`src/rtl/score_keeper_fsm.sv`:
```
// score_keeper_fsm: pong goal detection, score counters, serve hold-off and match end.
// One goal per PLAY visit; the ball must leave the goal zone before it can score again.
module score_keeper_fsm #(
    parameter int X_MAX       = 639,
    parameter int BALL_HALF   = 5,
    parameter int SCORE_W     = 4,
    parameter int WIN_SCORE   = 9,
    parameter int SERVE_TICKS = 60
) (
    input  logic               clk,
    input  logic               reset_score_n,
    input  logic               frame_tick,
    input  logic [9:0]         ball_x_pos,
    input  logic               new_game,
    output logic               reset_n,
    output logic [SCORE_W-1:0] left_score,
    output logic [SCORE_W-1:0] right_score,
    output logic               goal_pulse,
    output logic               game_over,
    output logic               winner
);
    typedef enum logic [1:0] {PLAY, SERVE, OVER} state_t;

    state_t             state;
    logic [7:0]         serve_cnt;
    logic               armed;
    logic               left_hit, right_hit, score_now, left_win, right_win;
    logic [SCORE_W-1:0] left_next, right_next;

    always_comb begin
        left_hit  = ball_x_pos <= 10'(BALL_HALF);
        right_hit = {1'b0, ball_x_pos} + 11'(BALL_HALF) >= 11'(X_MAX);
        score_now = state == PLAY && armed && (left_hit || right_hit) && !new_game;
        left_next  = left_score + 1'b1;
        right_next = right_score + 1'b1;
        left_win   = left_next == SCORE_W'(WIN_SCORE);
        right_win  = right_next == SCORE_W'(WIN_SCORE);
    end

    always_ff @(posedge clk or negedge reset_score_n) begin
        if (!reset_score_n) begin
            state       <= SERVE;
            serve_cnt   <= 8'(SERVE_TICKS);
            left_score  <= '0;
            right_score <= '0;
            reset_n     <= 1'b0;
            goal_pulse  <= 1'b0;
            game_over   <= 1'b0;
            winner      <= 1'b0;
            armed       <= 1'b1;
        end else begin
            goal_pulse <= 1'b0;
            // re-arm only once the ball has been seen outside both goal zones
            armed      <= score_now ? 1'b0 : (armed || !(left_hit || right_hit));
            if (new_game) begin
                state       <= SERVE;
                serve_cnt   <= 8'(SERVE_TICKS);
                left_score  <= '0;
                right_score <= '0;
                reset_n     <= 1'b0;
                game_over   <= 1'b0;
                winner      <= 1'b0;
            end else if (score_now) begin
                goal_pulse <= 1'b1;
                reset_n    <= 1'b0;
                serve_cnt  <= 8'(SERVE_TICKS);
                if (left_hit) begin
                    left_score <= left_next;
                    winner     <= 1'b0;
                    game_over  <= left_win;
                    state      <= left_win ? OVER : SERVE;
                end else begin
                    right_score <= right_next;
                    winner      <= 1'b1;
                    game_over   <= right_win;
                    state       <= right_win ? OVER : SERVE;
                end
            end else if (state == SERVE && frame_tick) begin
                if (serve_cnt == 8'd1) begin
                    state   <= PLAY;
                    reset_n <= 1'b1;
                end else begin
                    serve_cnt <= serve_cnt - 8'd1;
                end
            end
        end
    end
endmodule

```
`config.mk`:
```
export PLATFORM = sky130hd
export DESIGN_NAME = score_keeper_fsm
export DESIGN_NICKNAME = d
export VERILOG_FILES = /design/src/rtl/score_keeper_fsm.sv
export SDC_FILE = /design/constraint.sdc
export NUM_CORES = 1
export LEC_CHECK = 0
export CAP_MARGIN = 20
export CORE_MARGIN = 4
export CORE_UTILIZATION = 45
export DETAILED_ROUTE_END_ITERATION = 12
export DONT_BUFFER_PORTS = 1
export PLACE_DENSITY = 0.65
export SKIP_CTS_REPAIR_TIMING = 1
export SYNTH_ARGS = -nofsm -noshare
export SYNTH_HDL_FRONTEND = slang
export SYNTH_SLANG_ARGS = --single-unit
```
`constraint.sdc`:
```
create_clock -name clk -period 3.99 [get_ports clk]
set_input_delay 0.9975 -clock clk [delete_from_list [all_inputs] [get_ports clk]]
set_output_delay 0.9975 -clock clk [all_outputs]
set_load 0.01 [all_outputs]
```
# Yosys cells after proc, flatten, opt, wreduce, memory -nomap -nowiden
# Cells that the tools add are included.
# W data, S select, Z words.
[word_totals]
reg_bits = 23
latchBits = 0
ramBits = 0
rom_bits = 0
wordCells = 68
memories = 0
[classes]
addsub = 4
n_mul = 0
div_mod_pow = 0
magnitude_cmp = 2
eq_ne = 6
shift = 0
mux = 30
bitwise_logic = 0
reduce_logical = 17
[ops]
columns = ["operator", "n"]
rows = [
  ["$mux W8", 4],
  ["$mux W4", 6],
  ["$mux W2", 7],
  ["$mux W1", 13],
  ["$add A10 B3 Y11 const B", 1],
  ["$ge A11 B10 Y1 const B", 1],
  ["$le A10 B3 Y1 const B", 1],
  ["$add A4 B1 Y4 const B", 2],
  ["$eq A4 B4 Y1 const B", 2],
  ["$eq A8 B1 Y1 const B", 1],
  ["$reduce_and A2 Y1", 4],
  ["$sub A8 B1 Y8 const B", 1],
  ["$reduce_bool A3 Y1", 2],
  ["$logic_and A1 B1 Y1", 4],
  ["$reduce_bool A2 Y1", 2],
  ["$ne A3 B3 Y1 const B", 1],
  ["$eq A2 B1 Y1 const B", 1],
  ["$logic_not A1 Y1", 2],
  ["$logic_not A2 Y1", 1],
  ["$logic_or A1 B1 Y1", 2],
  ["$ne A2 B2 Y1 const B", 1],
]

# Logic depth before layout (Yosys ltp)
# Gate-level depths: netlist of the first run.
[depth]
word_depth = 7
depth_mapped = 8
ltp_nobuf = 8

# Least setup slack after synthesis of the first run
# OpenSTA, ideal clock, no wires.
[synth_path]
path_kind = "input to register"
start = "input ball_x_pos[0]"
end = "register serve_cnt[1]"
setup_ns = 0.087
arrival_ns = 2.485
slack_ns = 1.417
cell_stages = 8
path_cell_list = "inv_1 > ha_1 > o311ai_4 > nand2_1 > o31a_2 > buf_6 > or2_4 > a211oi_2"
[synth_via]
elab_chain_len = 7
word_cells_on_any_way = 11
classes_between = "1 x add/sub; 2 x order compare; 1 x eq/ne; 2 x mux; 5 x reduce/logical"
[synth_rtl]
columns = ["element", "line_no", "rtl"]
rows = [
  ["start, declared", "13", "input logic [9:0] ball_x_pos,"],
  ["$add A10 B3 Y11", "32", "right_hit = {1'b0, ball_x_pos} + 11'(BALL_HALF) >= 11'(X_MAX);"],
  ["$ge A11 B10 Y1", "32", ""],
  ["$logic_or A1 B1 Y1 *", "33", "score_now = state == PLAY && armed && (left_hit || right_hit) && !new_game;"],
  ["$logic_and A1 B1 Y1 * (2 in series)", "33", ""],
  ["$ne A3 B3 Y1 (no line), or another cell as far along", "n/a", ""],
  ["$reduce_and A2 Y1 (no line) / $mux W8 (equally long branches)", "n/a", ""],
  ["end signal, assigned", "43", "serve_cnt <= 8'(SERVE_TICKS);"],
  ["end signal, assigned", "57", "serve_cnt <= 8'(SERVE_TICKS);"],
  ["end signal, assigned", "66", "serve_cnt <= 8'(SERVE_TICKS);"],
  ["end, declared", "25", "logic [7:0] serve_cnt;"],
]
# Mark *: on every way between the ends. The rest lies on a longest branch, timed or not.
# A chain may end at the register's enable or synchronous reset.

# Worst setup path in the final report of the first run
[layout_path]
start = "input ball_x_pos[0]"
end = "register right_score[2]"
[layout_via]
elab_chain_len = 7
word_cells_on_any_way = 9
classes_between = "1 x add/sub; 2 x order compare; 1 x eq/ne; 5 x reduce/logical"
[layout_rtl]
columns = ["element", "line_no", "rtl"]
rows = [
  ["$add A10 B3 Y11", "32", ""],
  ["$ge A11 B10 Y1", "32", ""],
  ["$logic_or A1 B1 Y1", "33", ""],
  ["$logic_and A1 B1 Y1 (2 in series)", "33", ""],
  ["$reduce_bool A2 Y1 (no line)", "n/a", ""],
  ["$reduce_and A2 Y1 (no line) *", "n/a", ""],
  ["end signal, assigned", "73", "right_score <= right_next;"],
  ["end, declared", "17", "output logic [SCORE_W-1:0] right_score,"],
]
# Marked as above.

==> impl_metrics.tcl, run 1 <==
set metrics [dict create \
    internal_power_w 0.000295 \
    ys_seq_area_share_pct 39.2 \
    switching_share_pct 23.0 \
    power.leakage_nw 0.659 \
    tns_ns 0 \
    start_util_pct 47.9 \
    cp_max_fo 12 \
    clk_pin_slew_worst_paths_ns 0.12 \
    maxCapViolCount 0 \
    yosysTopAreaCell "dfrtp_1" \
    outcome "completed" \
    rsz0062_at_grt "no" \
    wl_met1_mm 1.17 \
    synthToLayoutAreaGrowth_pct 3.45 \
    core_mm2 0.00310 \
    vias_per_cell 5.34 \
    clock_skew_ns 0.00376 \
    worst_pin_slew_ns 0.612 \
    routed.top_layer "met4" \
    htreeDepth 1 \
    hold_viol_final 0 \
    ys_types 45 \
    slew_violations 0 \
    max-slew-margin-rel_pct 59.0 \
    powerDensity_mw_per_mm2 249 \
    drive_above_1_share_pct 13.5 \
    n_antenna_cell 0 \
    synth_top_cells_by_area "dfrtp_1, dfstp_2, ha_1" \
    synth_top_cell_area_share_pct 28.6 \
    synth_edf_count 0 \
    dieWidth_um 65.5 \
    wl_met3_um 125 \
    wl_met2_mm 1.27 \
    drt_wl_total_mm 2.58 \
    grt_pass1_wl_mm 4.85 \
    first_iter_violations 32 \
    detail_route.wl_per_cell_um 12.9 \
    p_comb_share_pct 9.5 \
    max_freq_mhz 391 \
    synth_seq_cells 23 \
    crit_type "in -> reg" \
    nets 180 \
    irDropWorstVdd_v 0.000172 \
    end_kind "flop" \
    antenna_found_initial 0 \
    dpl.hpwl_mm 2.04 \
    syn_area_per_cell_um2 9.60 \
    std_cell_rows 20 \
    grt_max_degree 24 \
    p_switching_w 0.0000881 \
    io_pins 26 \
    syn-cell-area_mm2 0.00149 \
    final_core_util_pct 49.6 \
    yosysWarningCount 0 \
    ctsRootBufferMaster "clkbuf_4" \
    required_ns 4.19 \
    post-route-min-period_ns 2.56 \
    period_share_pct 64.1 \
    final_cell_mix "nor2_1, dfrtp_1, inv_1" \
    layout_commonest_cell "nor2_1" \
    clockBufferDepth 2 \
    vias 1063 \
    start_kind "input pin" \
    remaining_drc_errors 0 \
    seqPwrFrac_pct 63.6 \
    synthFlopType "dfrtp_1" \
    drt_pass1_iterations 4 \
    overflow 0 \
    cts_tree "done" \
    cts_made_buffers 3 \
    synth_nets 179 \
    p_clk_share_pct 26.9 \
    grt_pass1_vias 1086 \
    hold_path_class "in -> async" \
    dieArea_mm2 0.00429 \
    ant_nets 0 \
    die_y_um 65.5 \
    synthArstFlopShare_pct 100 \
    arrival_ns 2.76 \
    setup_viol_count_final 0 \
    track_usage_pct 14.1 \
    synthCells 155 \
    fillCellCount 308 \
    gp_congestion 0.767 \
    cts.sink_count 23 \
    worstSkewPairLatency_ns 0.30 \
    io_buffer_count 0 \
]
==> critical path, cell delays in order <==
cell and delay, ns:
inv_1 0.04, ha_1 0.22, o311ai_4 0.50, nand2_1 0.10
o31a_2 0.45, nand3_1 0.13, mux2_4 0.30
==> final timing paths <==
path                                  endpoint     startpoint  slack, ns  cells after the start
worst min-delay path                    winner  reset_score_n       0.37                      0
max in group asynchronous         serve_cnt[5]  reset_score_n       3.44                      0
worst max register to register    serve_cnt[7]   serve_cnt[0]       1.90                      7
worst max-delay path            right_score[2]  ball_x_pos[0]       1.43                      7
worst min register to register        state[0]       state[0]       0.51                      2
min in group clk                      state[0]       state[0]       0.51                      2
==> stage by stage <==
step | power, W | instances | area, um^2 | hold WS [ns] | setup slack, ns
global placement | 0.000283 | 195 | 1510 | 0.481 | 1.15
detailed placement | 0.000284 | 195 | 1510 | 0.491 | 1.09
global route | 0.000404 | 199 | 1540 | 0.336 | 1.35
floorplan | 0.000280 | 155 | 1490 | 0.467 | 1.42
CTS | 0.000390 | 199 | 1540 | 0.357 | 1.42
finish | 0.000383 | 199 | 1540 | 0.372 | 1.43
==> kinds of logic after synthesis <==
| kind of cell | after synthesis | share of synthesized area [%] |
|---|---|---|
| AND/OR/NAND/NOR | 65 | 22.7 |
| AO/OA/AOI/OAI | 23 | 13.2 |
| flip-flops | 23 | 39.2 |
| XOR/XNOR | 16 | 9.42 |
| buffers and inverters | 16 | 5.05 |
| adder cells (fa/ha/maj) | 10 | 8.41 |
| multiplexers | 2 | 2.02 |
==> power groups by stage <==
stage | Sequential [W] | Combinational (W) | Clock [W]
global placement | 0.000247 | 0.0000354 | 0
floorplan | 0.000247 | 0.0000337 | 0
global route | 0.000244 | 0.0000424 | 0.000118
CTS | 0.000244 | 0.0000367 | 0.000109
detailed placement | 0.000248 | 0.0000359 | 0
finish | 0.000244 | 0.0000364 | 0.000103
==> synthesized netlist by cell type (4+ instances only) <==
library cell / n
xnor2_1: 10
nor2_1: 21
nand2_1: 11
dfrtp_1: 17
ha_1: 10
nor3_1: 4
xor2_1: 6
inv_1: 12
nand3_1: 6
nor2b_1: 5
dfstp_2: 6
==> flip-flops by register name, indices dropped and copies added, names as in the netlist <==
register and count:
serve_cnt 8, left_score 4, right_score 4, state 2
armed 1, game_over 1, goal_pulse 1, reset_n 1
winner 1
==> routing by layer <==
metal	GRT usage (%)	vias to the layer above
met5	0	-
met2	22.8	16
met4	2.33	0
li1	-	534
met1	18.5	511
met3	4.79	2
==> cell type report <==
type / instances / area [um^2] / share of cell area [%]
clock buffer: 4 / 26.3 / 1.71
tap: 44 / 55.1 / 3.58
multi-input combinational: 116 / 830 / 53.9
inverter: 12 / 45.0 / 2.93
sequential: 23 / 583 / 37.9
Power figures use the tool's default switching activity.
==> inputs of run 2 (changes only) <==
==> constraint.sdc (replaced) <==
create_clock -name clk -period 2.4 [get_ports clk]
set_input_delay 0.6 -clock clk [delete_from_list [all_inputs] [get_ports clk]]
set_output_delay 0.6 -clock clk [all_outputs]
set_load 0.01 [all_outputs]
==> run 2 against run 1 <==
Against the previous run:
- core utilization grew 1.3 points
- design area rose by 2.6%
- clock-buffer cell count is the same
- largest cell class unchanged
==> impl_metrics.tcl, run 2 (synthesis gave the netlist of run 1 again) <==
set metrics [dict create \
    stdcell_count 204 \
    nets 185 \
    htreeDepth 1 \
    drt_wl_total_mm 2.76 \
    postLayoutCellArea_mm2 0.00158 \
    start_util_pct 47.9 \
    routed.top_layer "met4" \
    end_kind "flop" \
    post-route-min-period_ns 2.04 \
    max-slew-margin-rel_pct 48.4 \
    ctsRootBufferMaster "clkbuf_4" \
    setup_viol_count_final 0 \
    gp_congestion 0.808 \
    crit_type "reg -> reg" \
    synthToLayoutAreaGrowth_pct 6.14 \
    cts_made_buffers 3 \
    track_usage_pct 14.6 \
    n_antenna_cell 0 \
    multi_input_comb_area_um2 830 \
    dp.cells 199 \
    layout_commonest_cell "nor2_1" \
    vias_per_cell 5.33 \
    max_freq_mhz 491 \
    vias 1088 \
    antenna_found_initial 0 \
    power_w 0.000641 \
    hold_path_class "in -> async" \
    dieWidth_um 65.5 \
    overflow 0 \
    fillCellCount 330 \
    cts.sink_count 23 \
    final_cell_mix "nor2_1, dfrtp_1, inv_1" \
    hold_viol_final 0 \
    maxCapViolCount 0 \
    dpl_cell_area_mm2 0.00154 \
    largest_reg_flops 8 \
    grt_max_degree 24 \
    wl_met2_mm 1.38 \
    grt_pass1_wl_mm 4.89 \
    rsz0062_at_grt "no" \
    ant_nets 0 \
    worst_pin_slew_ns 0.771 \
    clockBufferDepth 2 \
    remaining_drc_errors 0 \
    power.leakage_nw 0.682 \
    detail_route.wl_per_cell_um 13.5 \
    tns_ns 0 \
    dieArea_mm2 0.00429 \
    start_kind "flop" \
    grt_pass1_vias 1150 \
    outcome "completed" \
    io_pins 26 \
    core_mm2 0.00310 \
    drive_above_1_share_pct 15.6 \
    slew_violations 0 \
    first_iter_violations 31 \
    clk_pin_slew_worst_paths_ns 0.11 \
    reg.largest.list "serve_cnt x8, left_score x4, right_score x4" \
    dpl.hpwl_mm 2.15 \
    cts_tree "done" \
    wl_met1_mm 1.21 \
    r2r_cells 7 \
    seq_area_um2 583 \
    std_cell_rows 20 \
    irDropWorstVdd_v 0.000265 \
    io_buffer_count 0 \
    worstSkewPairLatency_ns 0.30 \
    powerDensity_mw_per_mm2 406 \
    clock_skew_ns 0.00152 \
    largest_register "serve_cnt" \
    arrival_ns 2.24 \
    die_y_um 65.5 \
    cp_max_fo 6 \
    wl_met3_um 137 \
    period_share_pct 84.9 \
    drt_pass1_iterations 4 \
    required_ns 2.60 \
]
-- run 2: metal layers --
layer	track usage, %	vias to the layer above
li1	-	541
met1	17.0	523
met2	25.7	20
met3	4.27	4
met4	4.15	0
met5	0	-
-- run 2: power by group --
part | switching [W] | internal, W | total, W
clock network | 0.000105 | 0.0000648 | 0.000169
logic | 0.0000385 | 0.0000287 | 0.0000673
registers | 0.00000671 | 0.000398 | 0.000404
-- run 2: path summary, 6_finish.rpt --
check	startpoint	endpoint	slack (ns)
min in group clk	new_game	left_score[1]	0.35
max in group asynchronous	reset_score_n	left_score[1]	1.12
worst min register to register	state[0]	state[0]	0.52
worst max register to register	serve_cnt[0]	serve_cnt[7]	0.36
worst max-delay path	serve_cnt[0]	serve_cnt[7]	0.36
worst min-delay path	reset_score_n	serve_cnt[5]	0.12
-- run 2: final cells by class --
cell class / instances / area share (%)
Tap cell: 44 / 3.49
Multi-Input combinational cell: 116 / 52.5
Sequential cell: 23 / 36.9
Clock buffer: 4 / 1.66
Timing Repair Buffer: 5 / 2.54
Inverter: 12 / 2.85
-- run 2: worst max-delay path, cell delays in order (launching register included) --
cell and delay [ns]:
dfrtp_1 0.42, ha_1 0.20, nor2b_1 0.14, a31oi_1 0.47, nand3_1 0.23, nor4_1 0.27
xnor2_1 0.16, nor2_1 0.05
-- run 2: metrics by stage --
stage	utilization, %	worst slack (ns)	hold WS [ns]
global placement	49.7	0.147	0.305
CTS	50.6	0.386	-0.0409
finish	50.9	0.363	0.123
global route	50.9	0.128	0.0821
detailed placement	49.7	0.108	0.305
floorplan	-	0.225	0.304
